===== config.mk =====
export PLATFORM = sky130hd
export DESIGN_NAME = float_accumulator
export DESIGN_NICKNAME = d
export VERILOG_FILES = /design/src/rtl/float_pkg.sv /design/src/rtl/float_adder_norm.sv /design/src/rtl/float_accumulator.sv
export SDC_FILE = /design/constraint.sdc
export NUM_CORES = 1
export LEC_CHECK = 0
export CORE_MARGIN = 2
export CORE_UTILIZATION = 40
export DETAILED_ROUTE_END_ITERATION = 8
export SYNTH_ARGS = -nofsm -noshare
export SYNTH_HDL_FRONTEND = slang
export SYNTH_SLANG_ARGS = --single-unit

===== constraint.sdc =====
create_clock -name clk -period 16.9 [get_ports clk]
set_input_delay 2.535 -clock clk [delete_from_list [all_inputs] [get_ports clk]]
set_output_delay 2.535 -clock clk [all_outputs]
set_load 0.01 [all_outputs]

===== src/rtl/float_pkg.sv =====
// rtl/float_pkg.sv - shared float format defaults and accumulator state type
package float_pkg;

  localparam int FLOAT_EXP_WIDTH = 8;
  localparam int FLOAT_SFD_WIDTH = 23;

  typedef enum logic {
    ACC  = 1'b0,
    HOLD = 1'b1
  } acc_state_t;

endpackage


===== src/rtl/float_adder_norm.sv =====
// rtl/float_adder_norm.sv - combinational float add, round-to-nearest-even, subnormals flushed
module float_adder_norm
  import float_pkg::*;
#(
  parameter int EXP_WIDTH = FLOAT_EXP_WIDTH,
  parameter int SFD_WIDTH = FLOAT_SFD_WIDTH
) (
  input  logic [EXP_WIDTH+SFD_WIDTH:0] a,
  input  logic [EXP_WIDTH+SFD_WIDTH:0] b,
  output logic [EXP_WIDTH+SFD_WIDTH:0] sum
);

  localparam int MW   = SFD_WIDTH + 1;
  localparam int W    = MW + 3;
  localparam int EMAX = (1 << EXP_WIDTH) - 1;
  localparam logic [EXP_WIDTH-1:0] EXP_ONES = '1;

  logic                 sa, sb;
  logic [EXP_WIDTH-1:0] ea, eb;
  logic [SFD_WIDTH-1:0] fa, fb;
  logic                 a_zero, b_zero, a_inf, b_inf, a_nan, b_nan;

  assign {sa, ea, fa} = a;
  assign {sb, eb, fb} = b;
  assign a_zero = (ea == '0);
  assign b_zero = (eb == '0);
  assign a_inf  = (ea == EXP_ONES) && (fa == '0);
  assign b_inf  = (eb == EXP_ONES) && (fb == '0);
  assign a_nan  = (ea == EXP_ONES) && (fa != '0);
  assign b_nan  = (eb == EXP_ONES) && (fb != '0);

  logic                         a_big, sl, ss, rnd_up;
  logic [EXP_WIDTH-1:0]         el, es;
  logic [MW-1:0]                ml, ms;
  logic [2*W-1:0]               pair;
  logic [W-1:0]                 small_sh, norm;
  logic [W:0]                   raw;
  logic [MW:0]                  rounded;
  logic [SFD_WIDTH-1:0]         frac;
  logic [EXP_WIDTH+SFD_WIDTH:0] norm_res;
  int                           shamt, msb, exp_n;

  // Operands carry guard/round/sticky bits; the smaller one is aligned with sticky folded into bit 0.
  always_comb begin
    a_big = ({ea, fa} >= {eb, fb});
    sl    = a_big ? sa : sb;
    ss    = a_big ? sb : sa;
    el    = a_big ? ea : eb;
    es    = a_big ? eb : ea;
    ml    = a_big ? {1'b1, fa} : {1'b1, fb};
    ms    = a_big ? {1'b1, fb} : {1'b1, fa};

    shamt = int'(el - es);
    if (shamt > W) shamt = W;
    pair     = {ms, 3'b000, {W{1'b0}}} >> shamt;
    small_sh = pair[2*W-1:W] | {{(W-1){1'b0}}, |pair[W-1:0]};

    if (sl == ss) raw = {1'b0, ml, 3'b000} + {1'b0, small_sh};
    else          raw = {1'b0, ml, 3'b000} - {1'b0, small_sh};

    msb = 0;
    for (int i = 0; i <= W; i++) begin
      if (raw[i]) msb = i;
    end

    if (raw[W]) begin
      norm  = raw[W:1] | {{(W-1){1'b0}}, raw[0]};
      exp_n = int'(el) + 1;
    end else begin
      norm  = raw[W-1:0] << (W - 1 - msb);
      exp_n = int'(el) - (W - 1 - msb);
    end

    rnd_up  = norm[2] & (norm[1] | norm[0] | norm[3]);
    rounded = {1'b0, norm[W-1:3]} + {{MW{1'b0}}, rnd_up};
    if (rounded[MW]) exp_n = exp_n + 1;
    frac = rounded[MW] ? rounded[SFD_WIDTH:1] : rounded[SFD_WIDTH-1:0];

    if (raw == '0)          norm_res = '0;
    else if (exp_n >= EMAX) norm_res = {sl, EXP_ONES, {SFD_WIDTH{1'b0}}};
    else if (exp_n <= 0)    norm_res = {sl, {(EXP_WIDTH+SFD_WIDTH){1'b0}}};
    else                    norm_res = {sl, EXP_WIDTH'(exp_n), frac};
  end

  always_comb begin
    if (a_nan || b_nan || (a_inf && b_inf && (sa != sb)))
      sum = {1'b0, EXP_ONES, {{(SFD_WIDTH-1){1'b0}}, 1'b1}};
    else if (a_inf)             sum = a;
    else if (b_inf)             sum = b;
    else if (a_zero && b_zero)  sum = {sa & sb, {(EXP_WIDTH+SFD_WIDTH){1'b0}}};
    else if (a_zero)            sum = b;
    else if (b_zero)            sum = a;
    else                        sum = norm_res;
  end

endmodule


===== src/rtl/float_accumulator.sv =====
// rtl/float_accumulator.sv - streaming float vector summer with one-deep result hold
module float_accumulator
  import float_pkg::*;
#(
  parameter int EXP_WIDTH = FLOAT_EXP_WIDTH,
  parameter int SFD_WIDTH = FLOAT_SFD_WIDTH,
  parameter int CNT_WIDTH = 16
) (
  input  logic                         clk,
  input  logic                         rst,
  input  logic                         in_valid,
  output logic                         in_ready,
  input  logic [EXP_WIDTH+SFD_WIDTH:0] in_data,
  input  logic                         in_last,
  output logic                         out_valid,
  input  logic                         out_ready,
  output logic [EXP_WIDTH+SFD_WIDTH:0] out_data,
  output logic [CNT_WIDTH-1:0]         out_count
);

  acc_state_t                   state, next_state;
  logic [EXP_WIDTH+SFD_WIDTH:0] acc, sum;
  logic [CNT_WIDTH-1:0]         count, count_inc;
  logic                         in_fire;

  float_adder_norm #(
    .EXP_WIDTH(EXP_WIDTH),
    .SFD_WIDTH(SFD_WIDTH)
  ) u_add (
    .a  (acc),
    .b  (in_data),
    .sum(sum)
  );

  // A pending result only blocks input when the consumer is stalled.
  assign in_ready  = (state == ACC) || out_ready;
  assign out_valid = (state == HOLD);
  assign in_fire   = in_valid && in_ready;
  assign count_inc = (&count) ? count : count + CNT_WIDTH'(1);

  always_ff @(posedge clk or posedge rst) begin
    if (rst) state <= ACC;
    else     state <= next_state;
  end

  always_comb begin
    next_state = state;
    case (state)
      ACC:     if (in_fire && in_last) next_state = HOLD;
      HOLD:    if (out_ready && !(in_fire && in_last)) next_state = ACC;
      default: next_state = ACC;
    endcase
  end

  always_ff @(posedge clk or posedge rst) begin
    if (rst) begin
      acc       <= '0;
      count     <= '0;
      out_data  <= '0;
      out_count <= '0;
    end else if (in_fire) begin
      if (in_last) begin
        out_data  <= sum;
        out_count <= count_inc;
        acc       <= '0;
        count     <= '0;
      end else begin
        acc   <= sum;
        count <= count_inc;
      end
    end
  end

endmodule


==> flow_summary.ini <==
[outcome]
status = finished clean

[sta]
setup_tns_ns = 0
finalHoldViolCount = 0
rsz0062_at_grt = yes
fin_skew_ns = 0.0108
min_period_over_period_pct = 99.8
setup_viol = 0
slew_headroom_pct = 11.8
timing.fmax_ghz = 0.0593
period_needed_ns = 16.87
tightest_slew_ns = 1.31
slew_viol_final = 0

[global_routing]
gr-total-overflow = 0
track_usage_pct = 37.0
grt_max_degree = 65
antenna_found_initial = 0
grt_first_pass_wirelength_um = 135000
grt_pass1_vias = 22600

[logic_synthesis]
synth.mux.area_fraction_pct = 5.30
synth_top_family_by_area = compound AO/OA/AOI/OAI gates
async_reset_ff_share_pct = 100
ys_warn_count = 0
yosys.area_share.adder_pct = 7.64
netlist_instances = 2562
synth_edf_count = 0
synth_cell_types = 116
synth_area_um2 = 17700
synth_xor_area_share_pct = 4.05
syn-num-nets = 2706
synth_compound_area_share_pct = 34.7
synth_area_per_cell_um2 = 6.91
synth_seq_cells = 97
yosys.area_share.simple_pct = 28.1
synth_ff_type = dfrtp_1
synth-seq-area-share_pct = 13.7

[job]
max_cap_violations = 0

[placement]
io_buffers = 86
place_area_um2 = 23500
detailed_place_hpwl_um = 70800
place_congestion = 1.03

[die]
io_pins = 87
coreArea_um2 = 43900
dieHeight_um = 214
die_w_um = 214
core.rowCount = 77
initial_core_util_pct = 40.3
die_area_um2 = 46000

[route]
drt_pass1_iterations = 9
vias_per_cell = 6.35
ant_nets = 0
drt_iter0_drc = 2707
drcViolationCount = 0
vias = 23900
drt_wl_total_um = 89600
wl_per_cell_um = 23.8

[clock_network]
insertion_delay_ns = 0.36
root_buffer = clkbuf_16
hold_buffers = 0
cts_tree = yes
cts_buffer_depth = 2
cts.sinks = 97
clk_pin_slew_ns = 0.07
cts_made_buffers = 9
ctsHtreeMaxLevel = 3

[setup_path]
crit_top_cell = buf_4
max_stage_delay_ns = 0.56
cp_slowest_cell = or4_4
crit_fanout = 12
required_ns = 17.15
arrival_ns = 17.12
critPathKind = in2reg
startpoint_type = input pin
critPathCaptureType = flop

[final_layout]
diodes = 0
nets = 3305
areaGrowthSynthToFinish_pct = 42.8
drive_above_1_share_pct = 31.0
fill_cells = 4277
final_area_um2 = 25300

[worst_hold_path]
hold_path.class = reg2reg
## final timing paths
| path | slack, ns | cells past startpoint | to | start |
|---|---|---|---|---|
| worst min-delay path | 0.49 | 2 | out_count[0] | out_count[0] |
| worst min register to register | 0.49 | 2 | out_count[0] | out_count[0] |
| max in group asynchronous | 13.19 | 3 | out_data[19] | rst |
| min in group asynchronous | 2.56 | 2 | out_data[5] | rst |
| worst max register to register | 1.73 | 75 | acc[15] | acc[24] |
| worst max-delay path | 0.03 | 78 | acc[15] | in_data[29] |
## cell type report
type	count	area, um^2	area share [%]
Multi-Input combinational cell	2184	15400	60.9
Timing Repair Buffer	747	5920	23.4
Sequential cell	97	2430	9.60
Tap cell	592	741	2.93
Inverter	122	485	1.92
Clock buffer	10	229	0.905
Clock inverter	6	73.8	0.292
## sequential cells by signal (all words and copies together), names as in the netlist
signal     count
count         16
out_valid      1
out_data      32
acc           32
out_count     16
## worst max-delay path: cells and delay by family
family	cells	cell delay, ns
compound gates	33	5.85
xor+xnor	1	0.16
fa+ha+maj	5	1.18
simple gates	25	5.23
buf+inv	13	1.96
mux	1	0.17
## metal layers
layer	GRT usage (%)	up-vias	part of all wire (%)
met4	17.5	0	5.7
met5	0	-	0
met1	48.7	11400	41
li1	-	10800	-
met2	59.4	1335	45
met3	5.52	275	8.9
## synthesized netlist by cell type, types with 26 or more instances
| master | instances | area [um^2] |
|---|---|---|
| a21oi_1 | 193 | 966 |
| a211oi_1 | 26 | 195 |
| nor3_1 | 96 | 480 |
| o31ai_1 | 26 | 195 |
| nand2b_1 | 28 | 175 |
| inv_1 | 118 | 443 |
| nand2_1 | 317 | 1190 |
| o21ai_0 | 203 | 1020 |
| dfrtp_1 | 97 | 2430 |
| and3_1 | 30 | 188 |
| mux2i_1 | 68 | 681 |
| nand3_1 | 77 | 385 |
| nor2_1 | 224 | 841 |
| o211ai_1 | 29 | 218 |
| xor2_1 | 33 | 289 |
| xnor2_1 | 49 | 429 |
| clkbuf_1 | 111 | 417 |
| a22oi_1 | 30 | 225 |
| nand4_1 | 43 | 269 |
| a31oi_1 | 38 | 238 |
| a21o_1 | 37 | 278 |
| ha_1 | 105 | 1310 |
## stage by stage
step / util, % / hold WS, ns / setup slack, ns / cells
finish: 57.6 / 0.486 / 0.0298 / 3758
global route: 57.6 / 0.509 / -0.415 / 3758
CTS: 55.1 / 0.488 / 0.00962 / 3717
detailed placement: 53.6 / 0.471 / -0.928 / 3683
global placement: 53.6 / 0.466 / -0.579 / 3683
floorplan: - / 0.485 / -0.520 / 2562
## layout by cell type (no fill, tap or decap), types with 48 or more instances in the layout
cell type / n
a21oi_1: 172
o21ai_0: 174
dfrtp_1: 97
mux2i_1: 66
nand2_1: 311
xnor2_1: 48
nor3_1: 86
nor2_1: 217
buf_4: 640
clkdlybuf4s50_1: 55
inv_1: 87
nand3_1: 74
ha_1: 74
## cells by family (layout without fill, tap and decap cells)
group	after synthesis	in the layout
AO/OA/AOI/OAI	905	905
XOR/XNOR	82	82
adder cells (fa/ha/maj)	107	107
buffers and inverters	281	885
flip-flops	97	97
multiplexers	88	88
AND/OR/NAND/NOR	1002	1002
## repair_timing
action                     CTS  global route
gates cloned                 0             2
setup endpoints to repair   62            62
pin swaps                   35           116
resized for setup           49           253
buffers inserted            18            42
Power is not shown: default switching activity piles up to over one toggle a cycle in this logic, so the estimate is an artifact.
